## src/rtl/uart_rx_depacketizer.sv

```systemverilog
// rtl/uart_rx_depacketizer.sv - UART 8N1 receiver with mid-bit sampling, valid/ready byte output and error pulses.
// Optional 8E1/8O1 parity checking is enabled by defining UART_RX_PARITY_EN.
module uart_rx_depacketizer #(
    parameter int CLKS_PER_BIT = 8,
    parameter int PARITY_ODD   = 0
) (
    input  logic       clk,
    input  logic       rst_n,
    input  logic       serial_in,
    output logic [7:0] data_out,
    output logic       data_out_valid,
    input  logic       data_out_ready,
    output logic       rx_busy,
    output logic       frame_err,
    output logic       parity_err,
    output logic       overrun
);

    localparam int CNT_W = $clog2(CLKS_PER_BIT);
    localparam logic [CNT_W-1:0] HALF_LAST = CNT_W'(CLKS_PER_BIT / 2 - 1);
    localparam logic [CNT_W-1:0] FULL_LAST = CNT_W'(CLKS_PER_BIT - 1);

    if (CLKS_PER_BIT < 4 || (CLKS_PER_BIT % 2) != 0 || PARITY_ODD < 0 || PARITY_ODD > 1) begin : g_param_check
        $error("uart_rx_depacketizer: CLKS_PER_BIT must be even and >= 4, PARITY_ODD must be 0 or 1");
    end

    typedef enum logic [2:0] {
        S_IDLE      = 3'd0,
        S_START     = 3'd1,
        S_DATA      = 3'd2,
`ifdef UART_RX_PARITY_EN
        S_PARITY    = 3'd3,
`endif
        S_STOP      = 3'd4,
        S_WAIT_IDLE = 3'd5
    } state_t;

    state_t           state, state_n;
    logic             sync_q1, sync_q2;
    logic             rx_s;
    logic [CNT_W-1:0] clk_cnt, clk_cnt_n;
    logic [2:0]       bit_cnt, bit_cnt_n;
    logic [7:0]       shift_q, shift_n;
    logic [7:0]       data_q, data_n;
    logic             valid_q, valid_n;
    logic             frame_q, frame_n;
    logic             overrun_q, overrun_n;
    logic             deliver;
    logic             accept;

`ifdef UART_RX_PARITY_EN
    logic             par_bad_q, par_bad_n;
    logic             parity_q, parity_n;
`endif

    assign rx_s = sync_q2;

    always_ff @(posedge clk or negedge rst_n) begin
        if (!rst_n) begin
            sync_q1   <= 1'b1;
            sync_q2   <= 1'b1;
            state     <= S_IDLE;
            clk_cnt   <= '0;
            bit_cnt   <= 3'd0;
            shift_q   <= 8'h00;
            data_q    <= 8'h00;
            valid_q   <= 1'b0;
            frame_q   <= 1'b0;
            overrun_q <= 1'b0;
`ifdef UART_RX_PARITY_EN
            par_bad_q <= 1'b0;
            parity_q  <= 1'b0;
`endif
        end else begin
            sync_q1   <= serial_in;
            sync_q2   <= sync_q1;
            state     <= state_n;
            clk_cnt   <= clk_cnt_n;
            bit_cnt   <= bit_cnt_n;
            shift_q   <= shift_n;
            data_q    <= data_n;
            valid_q   <= valid_n;
            frame_q   <= frame_n;
            overrun_q <= overrun_n;
`ifdef UART_RX_PARITY_EN
            par_bad_q <= par_bad_n;
            parity_q  <= parity_n;
`endif
        end
    end

    always_comb begin
        state_n   = state;
        clk_cnt_n = clk_cnt + 1'b1;
        bit_cnt_n = bit_cnt;
        shift_n   = shift_q;
        frame_n   = 1'b0;
        deliver   = 1'b0;
`ifdef UART_RX_PARITY_EN
        par_bad_n = par_bad_q;
        parity_n  = 1'b0;
`endif
        case (state)
            S_IDLE: begin
                clk_cnt_n = '0;
                bit_cnt_n = 3'd0;
                if (!rx_s) begin
                    state_n = S_START;
                end
            end
            S_START: begin
                if (clk_cnt == HALF_LAST) begin
                    clk_cnt_n = '0;
                    // A start bit that is high again at its centre was only a glitch.
                    state_n   = rx_s ? S_IDLE : S_DATA;
                end
            end
            S_DATA: begin
                if (clk_cnt == FULL_LAST) begin
                    clk_cnt_n = '0;
                    shift_n   = {rx_s, shift_q[7:1]};
                    if (bit_cnt == 3'd7) begin
`ifdef UART_RX_PARITY_EN
                        state_n = S_PARITY;
`else
                        state_n = S_STOP;
`endif
                    end else begin
                        bit_cnt_n = bit_cnt + 3'd1;
                    end
                end
            end
`ifdef UART_RX_PARITY_EN
            S_PARITY: begin
                if (clk_cnt == FULL_LAST) begin
                    clk_cnt_n = '0;
                    par_bad_n = rx_s != (^shift_q ^ (PARITY_ODD != 0));
                    state_n   = S_STOP;
                end
            end
`endif
            S_STOP: begin
                if (clk_cnt == FULL_LAST) begin
                    clk_cnt_n = '0;
                    if (!rx_s) begin
                        frame_n = 1'b1;
                        state_n = S_WAIT_IDLE;
                    end else begin
                        state_n = S_IDLE;
`ifdef UART_RX_PARITY_EN
                        if (par_bad_q) begin
                            parity_n = 1'b1;
                        end else begin
                            deliver = 1'b1;
                        end
`else
                        deliver = 1'b1;
`endif
                    end
                end
            end
            S_WAIT_IDLE: begin
                clk_cnt_n = '0;
                if (rx_s) begin
                    state_n = S_IDLE;
                end
            end
            default: begin
                clk_cnt_n = '0;
                state_n   = S_IDLE;
            end
        endcase
    end

    // Output holding register: a same-cycle accept frees the slot for the new byte.
    always_comb begin
        accept    = valid_q & data_out_ready;
        data_n    = data_q;
        valid_n   = valid_q & ~accept;
        overrun_n = 1'b0;
        if (deliver) begin
            if (!valid_q || accept) begin
                data_n  = shift_q;
                valid_n = 1'b1;
            end else begin
                overrun_n = 1'b1;
            end
        end
    end

    assign data_out       = data_q;
    assign data_out_valid = valid_q;
    assign rx_busy        = (state != S_IDLE);
    assign frame_err      = frame_q;
    assign overrun        = overrun_q;
`ifdef UART_RX_PARITY_EN
    assign parity_err     = parity_q;
`else
    assign parity_err     = 1'b0;
`endif

endmodule
```

## config.mk

```make
export PLATFORM = sky130hd
export DESIGN_NAME = uart_rx_depacketizer
export DESIGN_NICKNAME = d
export VERILOG_FILES = /design/src/rtl/uart_rx_depacketizer.sv
export SDC_FILE = /design/constraint.sdc
export NUM_CORES = 1
export LEC_CHECK = 0
export ABC_AREA = 0
export BUFFER_PORTS_ARGS = -buffer_cell sky130_fd_sc_hd__buf_2
export CAP_MARGIN = 15
export CORE_MARGIN = 2
export CORE_UTILIZATION = 45
export CTS_CLUSTER_SIZE = 25
export DETAILED_ROUTE_END_ITERATION = 10
export GPL_TIMING_DRIVEN = 0
export HOLD_SLACK_MARGIN = 0.15
export PLACE_DENSITY = 0.67
export SLEW_MARGIN = 0
export SYNTH_ARGS = -nofsm -noshare
export SYNTH_HDL_FRONTEND = slang
export SYNTH_SLANG_ARGS = --single-unit
```

## constraint.sdc

```tcl
create_clock -name clk -period 1.6 [get_ports clk]
set_input_delay 0.48 -clock clk [delete_from_list [all_inputs] [get_ports clk]]
set_output_delay 0.48 -clock clk [all_outputs]
set_load 0.01 [all_outputs]
```

==> results by group, run 1 <==
Final layout
  • N_diodes: 0
  • # nets final: 142
  • Post-route cell area: 1729 um2
  • Area Overhead vs Synth: 26.56%
  • Layout cells sized above 1: 0.5152
  • Final Core Density: 0.6112

Detailed routing
  • DR iter-0 viols: 17
  • 1st-pass router iterations: 4
  • Routed length per instance: 14.77 um
  • Vias after detailed routing: 845
  • DRC Markers: 0
  • Drt via density: 5.184
  • WL final: about 2400 um
  • Post-DRT Antenna Nets: 0

Logic synthesis
  • Yosys reg bits: 30
  • Synth cell types: 35
  • Post-synth ARST share: 1.000
  • Yosys top cell area share: 0.5128
  • Post-synth EDFFs: 0
  • Yosys Warn Count: 0
  • Synth area leaders: dfrtp_1 (51%), mux2_2 (12%), ha_1 (6.4%)
  • Top FF cell, synth: dfrtp_1
  • Mapped cell area: around 1400 um2
  • Seq/Total Area, Yosys: 0.5513
  • Mapped Nets: 109
  • Cells after synthesis: 98
  • Synth area leader: dfrtp_1
  • Avg Cell Area, Syn: 13.94 um2

Status
  • Failing checks: setup timing
  • Status: finished with violations

Die
  • Top Ports: 17
  • Num rows: 19
  • Core Area: 2829 um2
  • Die area: 3493 um2
  • Die Wd: between 50 and 60 um
  • Starting Density: 0.4830
  • Die height: 59.10 um

Clock tree
  • CTS H-tree lvls: 2
  • Clk slew on worst S/H paths: 0.10 ns
  • Number of buffers created by CTS: 5
  • Clock buffer depth: 2
  • Hold Buf Count CTS: 0
  • CTS tree: done
  • CTS Sinks: 30
  • CTS Root Buffer Type: clkbuf_4
  • Clock Latency Late Sink: 0.34 ns

Timing
  • Max-slew headroom: 0.5697
  • Setup TNS Final: -0.2091 ns
  • Final hold vios: 0
  • RSZ-0062 raised after global routing: true
  • Clock Skews: 0.01408 ns
  • Max Slew Vio Count: 0
  • Final period utilization: 1.123
  • Worst-Margin Slew: 0.6454 ns
  • Setup violations, final: 5
  • Period minus WS final: between 1.5 and 2 ns
  • Final WS setup: -0.1971 ns
  • Worst hold slack: 0.1551 ns
  • Peak Freq: 556.5 MHz

Min path
  • Hold WC Path Type: in -> async

Placement
  • Gpl congestion: 0.7666
  • I/O Buffers: 15
  • Placed inst area: 1488 um2
  • Dpl hpwl: approximately 1400 um
  • Pre-CTS WS: -0.06350 ns

Setup path
  • Required @ worst endpoint: 1.12 ns
  • R2R Path End: bit_cnt[0]
  • R2R setup slack: -0.01 ns
  • R2r worst-path depth: 6
  • FF-to-FF Start: clk_cnt[0]
  • Kind of critical path: reg -> out
  • CP startpoint kind: register
  • CP Capture Type: primary output
  • WP data arrival: around 1.3 ns
  • Crit path max fanout: 2

GRT
  • GR Overflow Total: 0
  • First-pass GRT wire length: 4181 um
  • Initial antenna violation count: 0
  • Vias in the first global route: between 900 and 1000
  • Total track usage: 0.1694
  • Pin count of the biggest net entering global routing: 31

Pwr
  • Static leakage: 0.8945 nW
  • Worst VDD drop: 0.0008048 V
  • Cell area power density: roughly 1100 nW/um2

Job
  • Number of max-cap violations: 0
## timing repair
action,CTS,global route
pin swaps,4,2
gates cloned,1,0
endpoints found under the setup margin,18,13
buffers inserted,7,3
gates resized for setup,15,1
## sequential cells by signal, summed over array words and instances, names as in the netlist
register,count
rx_s,1
overrun,1
state,3
bit_cnt,3
data_out,8
data_out_valid,1
sync_q1,1
clk_cnt,3
frame_err,1
shift_q,8
## stage by stage
step	std cells	total power [mW]
after floorplan	98	1.046
after global placement	144	1.105
after detailed placement	144	1.115
after CTS	160	1.817
after global routing	163	1.931
final	163	1.825
## per-layer routing
metal / global-route usage / up-vias / share of wire
met4: 0.1104 / 0 / 0.030
met1: 0.2020 / 409 / 0.44
met3: 0.04585 / 8 / 0.035
met5: 0 / - / 0
met2: 0.2683 / 20 / 0.50
li1: - / 408 / -
## cells in the mapped netlist (2+ instances only)
library cell	instances
a22o_1	2
buf_4	2
buf_6	2
dfrtp_1	28
dfstp_2	2
ha_1	7
inv_1	5
mux2_2	15
mux2_4	2
nand2_1	2
nand2b_1	3
nor2_1	3
nor2b_4	2
o21ai_0	2
## report_power, final
| group | switching [mW] | total, mW | internal [mW] |
|---|---|---|---|
| Combinational | 0.156 | 0.337 | 0.182 |
| Clock | 0.267 | 0.639 | 0.373 |
| Sequential | 0.0419 | 0.848 | 0.806 |
| Total | 0.464 | 1.82 | 1.36 |
## layout by cell type (no fill, tap or decap), types with 2 or more instances in the layout
master	n
nand2b_1	3
buf_6	3
mux2_2	9
dfrtp_1	27
nor2_1	3
buf_2	16
dfstp_2	2
inv_1	5
ha_1	2
o21ai_0	2
a22o_1	2
ha_4	4
buf_4	12
nand2_1	2
mux2_4	8
nor2b_4	2
clkbuf_4	5
## area by class of cell
class | count | area [um2]
fill | 212 | 1100
sequential | 30 | 754.5
clock buffer | 7 | 55.05
clock inverter | 1 | 30.03
buffer | 5 | 46.29
timing repair buffer | 26 | 157.7
tap | 31 | 38.79
multi-input combinational | 58 | 628.1
inverter | 5 | 18.77
## cells by family (layout without fill, tap and decap cells)
kind of cell,Yosys count,after routing,share of synthesized area
compound gates,11,11,0.06228
xor+xnor,1,1,0.006411
fa+ha+maj,7,7,0.06410
buf+inv,10,44,0.04487
flops,30,30,0.5513
mux,17,17,0.1456
other cells,1,1,0.002745
simple gates,21,21,0.1227
## worst max path at each step
stage / startpoint / to / cells past startpoint
6_report: state[1] / rx_busy / 3
5_1_grt: state[1] / rx_busy / 3
4_1_cts: state[1] / rx_busy / 3
3_5_place_dp: clk_cnt[0] / bit_cnt[0] / 6
3_3_place_gp: clk_cnt[0] / bit_cnt[0] / 6
2_1_floorplan: clk_cnt[0] / bit_cnt[0] / 6
## critical path, stage by stage (launching register included)
cell     delay, ns
dfrtp_1       0.39
buf_6         0.12
or3_1         0.33
buf_2         0.14
(Power assumes the default switching activity.)
==> run 2, diff against run 1 <==
--- a/config.mk
+++ b/config.mk
@@ -12,8 +12,9 @@
 export CORE_UTILIZATION = 45
 export CTS_CLUSTER_SIZE = 25
 export DETAILED_ROUTE_END_ITERATION = 10
-export GPL_TIMING_DRIVEN = 0
+export GPL_TIMING_DRIVEN = 1
 export HOLD_SLACK_MARGIN = 0.15
+export MAX_ROUTING_LAYER = met4
 export PLACE_DENSITY = 0.67
 export SLEW_MARGIN = 0
 export SYNTH_ARGS = -nofsm -noshare
==> run 2 against run 1 <==
  * The flow still finishes with violations (setup timing)
  * Setup slack better by 0.092 ns
  * Critical path type unchanged
  * Cell area about the same
  * Clock power down 7.5%
  * Routed wire length down 5.3%
  * Power down 1.4%
  * Combinational power up 9.8%
  * Highest routed layer unchanged
  * Via count up 0.95%
==> results by group, run 2 (synthesis gave the netlist of run 1 again) <==
Status
  • Status: finished with violations
  • Failing checks: setup timing

Placement
  • Gpl congestion: 0.8108
  • Dpl hpwl: 1493 um
  • I/O Buffers: 15
  • Post-Place Cells: 146

Setup path
  • CP startpoint kind: register
  • R2r worst-path depth: 5
  • CP Capture Type: primary output
  • WP data arrival: roughly 1.2 ns
  • Kind of critical path: reg -> out
  • FF-to-FF Start: clk_cnt[0]
  • R2R setup slack: 0 ns
  • Required @ worst endpoint: 1.12 ns
  • R2R Path End: data_out[3]
  • Crit path max fanout: 2

Detailed routing
  • Routed length per instance: 14.25 um
  • DR iter-0 viols: 18
  • Post-DRT Antenna Nets: 0
  • DRC Markers: 0
  • Drt via density: 5.331
  • WL final: 2280 um
  • Vias after detailed routing: 853
  • 1st-pass router iterations: 4

Clock tree
  • Clock buffer depth: 2
  • Number of buffers created by CTS: 5
  • Clk slew on worst S/H paths: 0.10 ns
  • CTS H-tree lvls: 2
  • CTS Sinks: 30
  • Clock Latency Late Sink: 0.33 ns
  • CTS Root Buffer Type: clkbuf_4
  • CTS tree: done

GRT
  • First-pass GRT wire length: 3739 um
  • Initial antenna violation count: 0
  • Vias in the first global route: 808
  • Total track usage: 0.1511
  • Pin count of the biggest net entering global routing: 31
  • GR Overflow Total: 0

Die
  • Die area: 3493 um2
  • Die height: 59.10 um
  • Num rows: 19
  • Die Wd: 59.10 um
  • Top Ports: 17
  • Starting Density: 0.4830
  • Core Area: 2829 um2

Final layout
  • Layout fillers: 231
  • Final std cells w/o fill: between 150 and 200
  • # nets final: 139
  • Layout cells sized above 1: 0.5194
  • N_diodes: 0
  • Final Core Density: 0.6108
  • Most common cell after layout, fill and taps aside: dfrtp_1
  • Area Overhead vs Synth: 26.47%
  • Commonest cells after routing, fill and taps aside: dfrtp_1 (27), buf_2 (15), mux2_4 (9), buf_4 (9), mux2_2 (8)

Timing
  • RSZ-0062 raised after global routing: true
  • Clock Skews: 0.01242 ns
  • Final hold vios: 0
  • Setup TNS Final: -0.1117 ns
  • Period minus WS final: between 1.5 and 2 ns
  • Setup violations, final: 4
  • Max Slew Vio Count: 0
  • Final period utilization: 1.066
  • Final WS setup: -0.1051 ns
  • Peak Freq: 586.5 MHz

Job
  • Number of max-cap violations: 0

Pwr
  • Cell area power density: 1041 nW/um2
  • Worst VDD drop: ~0.0011 V
  • Static leakage: 0.8790 nW

Min path
  • HP Start: serial_in
  • Worst Hold End: sync_q1
  • Hold WC Path Type: in -> reg
  • Hold path depth: 1
==> run 2: final cells by class <==
class                   instances  area, um2  share of cell area
inverters                       5      18.77             0.01086
clock buffers                   5      37.54             0.02172
flip-flops and latches         30      754.5              0.4366
well taps                      31      38.79             0.02245
repair buffers                 28      195.2              0.1130
multi-input cells              58      643.1              0.3722
clock inverters                 3      40.04             0.02317
==> run 2: through the flow <==
stage	cell area, um2	setup slack (ns)	hold WS (ns)	total power [mW]
after CTS	1672	-0.1239	0.2281	1.787
after global routing	1728	-0.1482	0.2249	1.884
final	1728	-0.1051	0.2453	1.800
after floorplan	1374	0.008917	0.1844	1.046
after global placement	1510	-0.01876	0.3495	1.140
after detailed placement	1510	-0.07495	0.3500	1.148
==> run 2: power breakdown <==
part	total (mW)	internal (mW)	switching [mW]
Combinational	0.370	0.198	0.172
Sequential	0.839	0.804	0.0347
Clock	0.591	0.323	0.268
Total	1.80	1.33	0.474
==> run 2: worst max path at each step <==
stage	endpoint	slack, ns	from
6_report	rx_busy	-0.11	state[0]
3_3_place_gp	shift_q[5]	-0.02	clk_cnt[0]
4_1_cts	rx_busy	-0.12	state[0]
3_5_place_dp	shift_q[0]	-0.07	clk_cnt[0]
5_1_grt	rx_busy	-0.15	state[0]
2_1_floorplan	bit_cnt[0]	0.009	clk_cnt[0]
==> run 2: repair_timing <==
action	CTS	global route
pin swaps	3	4
setup buffers	3	2
hold buffers	1	0
resized for setup	13	7
endpoints found under the hold margin	28	0
endpoints found under the setup margin	18	11
==> run 2: metal layers <==
metal | part of all wire | wire length (um) | vias up | GRT usage
met3 | 0.042 | 95 | 5 | 0.04585
met1 | 0.47 | 1081 | 422 | 0.1909
met2 | 0.47 | 1061 | 27 | 0.2238
li1 | - | - | 399 | -
met5 | 0 | 0 | - | -
met4 | 0.018 | 42 | 0 | 0.06818
==> run 2: worst max-delay path, cell delays in order, from the launching register on <==
cell	delay [ns]
dfrtp_1	0.38
or3_1	0.37
buf_2	0.15
